File: config.mk
export PLATFORM = sky130hd
export DESIGN_NAME = spi_ram
export DESIGN_NICKNAME = d
export VERILOG_FILES = /design/src/rtl/spi_ram.sv
export SDC_FILE = /design/constraint.sdc
export NUM_CORES = 2
export LEC_CHECK = 0
export ABC_CLOCK_PERIOD_IN_PS = 3100
export BUFFER_PORTS_ARGS = -buffer_cell sky130_fd_sc_hd__buf_2
export CORE_ASPECT_RATIO = 2
export CORE_MARGIN = 5
export CORE_UTILIZATION = 50
export CTS_BUF_LIST = sky130_fd_sc_hd__clkbuf_8
export CTS_CLUSTER_SIZE = 24
export DETAILED_ROUTE_END_ITERATION = 6
export GPL_ROUTABILITY_DRIVEN = 1
export PLACE_DENSITY = 0.62
export SYNTH_ARGS = -nofsm -noshare
export SYNTH_HDL_FRONTEND = slang
export SYNTH_SLANG_ARGS = --single-unit
File: constraint.sdc
create_clock -name clk -period 3.1 [get_ports clk]
set_input_delay 0.62 -clock clk [delete_from_list [all_inputs] [get_ports clk]]
set_output_delay 0.62 -clock clk [all_outputs]
set_load 0.02 [all_outputs]
File: src/rtl/spi_ram.sv
// Single-port 8-bit RAM driven by the 10-bit command words of an SPI slave.
// Define SPI_RAM_AUTO_INC_EN to post-increment the write/read addresses (with wrap) after each data access.
module spi_ram #(
  parameter int MEM_DEPTH = 256,
  parameter int ADDR_SIZE = 8
) (
  input  logic       clk,
  input  logic       rst,
  input  logic [9:0] din,
  input  logic       rx_valid,
  output logic [7:0] dout,
  output logic       tx_valid,
  output logic       cmd_err
);

  localparam logic [8:0]           DEPTH_W   = 9'(MEM_DEPTH);
  localparam logic [ADDR_SIZE-1:0] LAST_ADDR = ADDR_SIZE'(MEM_DEPTH - 1);

  localparam logic [1:0] OP_WR_ADDR = 2'b00;
  localparam logic [1:0] OP_WR_DATA = 2'b01;
  localparam logic [1:0] OP_RD_ADDR = 2'b10;
  localparam logic [1:0] OP_RD_DATA = 2'b11;

  logic [7:0] mem [MEM_DEPTH];

  logic                 rx_valid_d_q;
  logic                 arm_q;
  logic [ADDR_SIZE-1:0] wr_addr_q, wr_addr_d;
  logic [ADDR_SIZE-1:0] rd_addr_q, rd_addr_d;
  logic                 wr_vld_q, wr_vld_d;
  logic                 rd_vld_q, rd_vld_d;
  logic [7:0]           dout_q, dout_d;
  logic                 tx_valid_q, tx_valid_d;
  logic                 cmd_err_q, cmd_err_d;
  logic                 mem_we;
  logic                 fire;
  logic                 addr_oob;

  function automatic logic [ADDR_SIZE-1:0] next_addr(input logic [ADDR_SIZE-1:0] a);
    return (a == LAST_ADDR) ? '0 : a + ADDR_SIZE'(1);
  endfunction

  // A word still present when reset releases must drop once before it can fire.
  assign fire     = rx_valid & ~rx_valid_d_q & arm_q & ~rst;
  assign addr_oob = {1'b0, din[7:0]} >= DEPTH_W;

  always_comb begin
    wr_addr_d  = wr_addr_q;
    rd_addr_d  = rd_addr_q;
    wr_vld_d   = wr_vld_q;
    rd_vld_d   = rd_vld_q;
    dout_d     = dout_q;
    tx_valid_d = tx_valid_q & rx_valid;
    cmd_err_d  = 1'b0;
    mem_we     = 1'b0;
    if (fire) begin
      tx_valid_d = 1'b0;
      case (din[9:8])
        OP_WR_ADDR: begin
          if (addr_oob) cmd_err_d = 1'b1;
          else begin
            wr_addr_d = din[ADDR_SIZE-1:0];
            wr_vld_d  = 1'b1;
          end
        end
        OP_WR_DATA: begin
          if (!wr_vld_q) cmd_err_d = 1'b1;
          else begin
            mem_we = 1'b1;
`ifdef SPI_RAM_AUTO_INC_EN
            wr_addr_d = next_addr(wr_addr_q);
`endif
          end
        end
        OP_RD_ADDR: begin
          if (addr_oob) cmd_err_d = 1'b1;
          else begin
            rd_addr_d = din[ADDR_SIZE-1:0];
            rd_vld_d  = 1'b1;
          end
        end
        OP_RD_DATA: begin
          if (!rd_vld_q) cmd_err_d = 1'b1;
          else begin
            dout_d     = mem[rd_addr_q];
            tx_valid_d = 1'b1;
`ifdef SPI_RAM_AUTO_INC_EN
            rd_addr_d = next_addr(rd_addr_q);
`endif
          end
        end
        default: cmd_err_d = 1'b0;
      endcase
    end
  end

  always_ff @(posedge clk) begin
    if (rst) begin
      rx_valid_d_q <= 1'b0;
      arm_q        <= ~rx_valid;
      wr_addr_q    <= '0;
      rd_addr_q    <= '0;
      wr_vld_q     <= 1'b0;
      rd_vld_q     <= 1'b0;
      dout_q       <= '0;
      tx_valid_q   <= 1'b0;
      cmd_err_q    <= 1'b0;
    end else begin
      rx_valid_d_q <= rx_valid;
      arm_q        <= arm_q | ~rx_valid;
      wr_addr_q    <= wr_addr_d;
      rd_addr_q    <= rd_addr_d;
      wr_vld_q     <= wr_vld_d;
      rd_vld_q     <= rd_vld_d;
      dout_q       <= dout_d;
      tx_valid_q   <= tx_valid_d;
      cmd_err_q    <= cmd_err_d;
    end
  end

  always_ff @(posedge clk) begin
    if (mem_we) mem[wr_addr_q] <= din[7:0];
  end

  assign dout     = dout_q;
  assign tx_valid = tx_valid_q;
  assign cmd_err  = cmd_err_q;

endmodule

==> impl_metrics.toml <==
[grt]
grt_pass1_wl_microns = 324000
antenna_found_initial = 6
grt_max_degree = 101
grt_pass1_vias = 44359
overflow = 0
track_usage = 0.2674

[clock_tree]
tritoncts = "built"
clockBufferDepth = 4
clock_latency_ns = 0.92
htreeDepth = 5
path_clk_slew_ns = 0.08
numCtsBuffers = 288
clock-root-buffer = "clkbuf_8"
cts_sinks = 2078
postCtsSetupBuffers = 0

[yosys]
yosys_warnings = 0
synthesis.area_sq_um = 81220
syn_nets = 3914
synth.avg_cell_area_sq_um = 20.82
ys.flop_type = "edfxtp_1"
yosysSeqAreaShare = 0.7646
post_synth_inst_count = 3901
ys_ff_latch = 2078
yosysUniqueCellTypes = 73
async_reset_ff_frac = 0
synth_edf_count = 2048

[route]
drc = 0
vias = 42787
dr.pass1.iters = 7
drtIter0Drc = 4530
wire_per_inst_microns = 33.13
viasPerCell = 6.148
drtAntennaViolNets = 0
wirelength_microns = 230600

[floorplan]
fp.dieW_microns = 295.0
boundaryPins = 23
start_util = 0.5018
row_count = 209
die_y_microns = 580.0
coreArea_sq_um = 161900
die_area_sq_um = 171100

[critical_path]
reg2reg_depth = 7
critPathLaunch = "rd_addr_q[0]"
critPathLaunchType = "flip-flop"
cp_data_required_time_ns = 3.88
cp-endpoint = "dout[3]"
path_class = "flip-flop to flip-flop"
reg2reg_slack_ns = -0.06
worstPathArrival_ns = 3.93
worstReg2RegStart = "rd_addr_q[0]"
worstReg2RegEnd = "dout[3]"
endpoint_kind = "flip-flop"
cp_max_fo = 31

[cells_and_area]
multi_input_area_sq_um = 17520
synthToLayoutAreaGrowth_pct = 15.12
fin_nets = 4657
final_area_sq_um = 93500
fill_cells = 11939
drive_gt1_frac = 0.3097
final_cell_count_no_fill = 6960
layout.area.seq_sq_um = 62110

[sta]
maxSlewViolCount = 0
period_minus_slack_ns = 3.156
worstMarginPinSlew_ns = 0.9621
layout_setup_ws_ns = -0.05569
rsz0062_at_grt = "no"
fmax_mhz = 316.9
setup_viol = 1
finalHoldViolCount = 0
slew_headroom = 0.3586
fin_skew_ns = 0.07762
fin_crit_sh = 1.018

[placement]
dpl_cell_area_sq_um = 88260
place_hpwl_microns = 159500
dp.cells = 6460
numPortBuffers = 22
place_congestion = 0.9328
dpl_worst_slack_ns = -0.4165

[run]
max_cap_violations = 0

[hold_path]
hold_path_depth = 4
hp-class = "primary input to flip-flop"

[power]
irDropWorstVdd_mv = 0.3019
p_per_area_nw_per_um2 = 551.7
power.leakage_nw = 29.72

[outcome]
outcome = "finished, violations left"
violations = "negative setup slack"
Yosys cell counts (all sizes together) (3+ instances only):
cell type	number	area, sq um
buf	141	1329
clkbuf	89	334.1
o211ai	9	67.56
o22ai	80	513.0
or4	3	22.52
nor2	316	1186
edfxtp	2048	61500
mux4	446	10120
o32ai	3	26.28
a31oi	14	87.58
o311ai	3	26.28
or3b	4	35.03
nand3b	4	30.03
nand4	16	100.1
o21ai	37	185.2
a22oi	37	277.8
a221oi	8	70.07
inv	6	22.52
nand3	38	190.2
a211o	10	87.58
and2	11	68.81
nor2b	14	87.58
nor4	21	131.4
or3	9	56.30
a211oi	18	135.1
a21oi	31	155.2
dfxtp	30	600.6
a2111oi	15	163.9
nand2	95	356.6
o31ai	4	30.03
a22o	10	87.58
o221ai	29	266.5
nand4b	3	26.28
mux2	15	172.7
nor4b	5	43.79
mux2i	220	2202
nor3	21	105.1
nor3b	3	22.52
nand2b	10	62.56
what timing repair did:
item / CTS / global route
hold buffers: 4 / 0
pin swaps: 0 / 1
setup endpoints to repair: 3 / 6
gates resized for setup: 5 / 10
endpoints found under the hold margin: 3 / 0
metrics by stage:
stage                     power (mW)  setup TNS, ns  hold WS [ns]  utilization
final                          51.58       -0.05569        0.1585       0.5776
after global routing           53.19              0        0.1622       0.5776
after CTS                      51.95              0       0.09615       0.5772
after detailed placement       32.65        -0.5499        0.4454       0.5453
after global placement         32.62        -0.5440        0.4324       0.5453
after floorplan                31.84              0        0.4217            -
where the power goes:
| part | total [mW] | internal (mW) | leakage, nW | switching [mW] |
|---|---|---|---|---|
| clock | 19.5 | 9.44 | 2.92 | 10.1 |
| sequential | 30.8 | 30.8 | 18.6 | 0.0105 |
| combinational | 1.21 | 0.344 | 8.15 | 0.861 |
| total | 51.6 | 40.6 | 29.7 | 11.0 |
worst min-delay path by stage:
stage | from | slack [ns] | to
finish | din[9] | 0.16 | rd_addr_q[7]
global route | din[9] | 0.16 | rd_addr_q[7]
CTS | din[9] | 0.1 | rd_addr_q[7]
detailed placement | rd_vld_q | 0.45 | rd_vld_q
global placement | rd_vld_q | 0.43 | rd_vld_q
floorplan | rd_vld_q | 0.42 | rd_vld_q
cell usage in the layout (no fill, tap or decap), types with 14 or more instances in the layout:
cell type / n
edfxtp_1: 2048
buf_4: 585
mux4_2: 426
nor2_1: 314
clkbuf_8: 302
mux2i_1: 220
nand2_1: 94
inv_1: 93
o22ai_1: 78
buf_12: 70
clkinv_1: 58
nand3_1: 37
a22oi_1: 35
o21ai_0: 34
a21oi_1: 31
o221ai_1: 26
dfxtp_1: 26
clkinv_2: 23
nor3_1: 21
nor4_1: 21
mux4_1: 20
a211oi_1: 18
nand4_1: 16
mux2_2: 14
buf_2: 14
metal layers:
layer / up-vias / global-route usage / wire [microns]
li1: 17743 / - / -
met2: 1893 / 0.4770 / 122700
met3: 595 / 0.03909 / 13560
met4: 0 / 0.1834 / 19540
met1: 22556 / 0.2913 / 74760
met5: - / 0 / 0
kinds of logic after synthesis:
| group | Yosys count | share of synthesized area |
|---|---|---|
| AND/OR/NAND/NOR | 582 | 0.03214 |
| buffers and inverters | 236 | 0.02075 |
| multiplexers | 681 | 0.1538 |
| AO/OA/AOI/OAI | 324 | 0.02868 |
| flip-flops | 2078 | 0.7646 |
critical path, cell delays in order (launching register included):
cell	delay (ns)
dfxtp_4	0.48
buf_12	0.24
buf_16	0.25
mux4_2	0.58
mux4_2	0.55
o211ai_1	0.46
or4_1	0.31
nand3_1	0.10
final cells by class:
cell class / count / share of cell area
Inverter: 6 / 0.0003212
Timing Repair Buffer: 683 / 0.06490
Tap cell: 2110 / 0.02824
Clock buffer: 294 / 0.04328
Multi-Input combinational cell: 1587 / 0.1874
Sequential cell: 2078 / 0.6644
Antenna cell: 6 / 0.0001606
Clock inverter: 196 / 0.01131
state kept, by name (all words and copies together), names as in the netlist, 8 cells and up:
signal     flops
dout           8
mem         2048
rd_addr_q      8
wr_addr_q      8
Power figures use the tool's default switching activity.
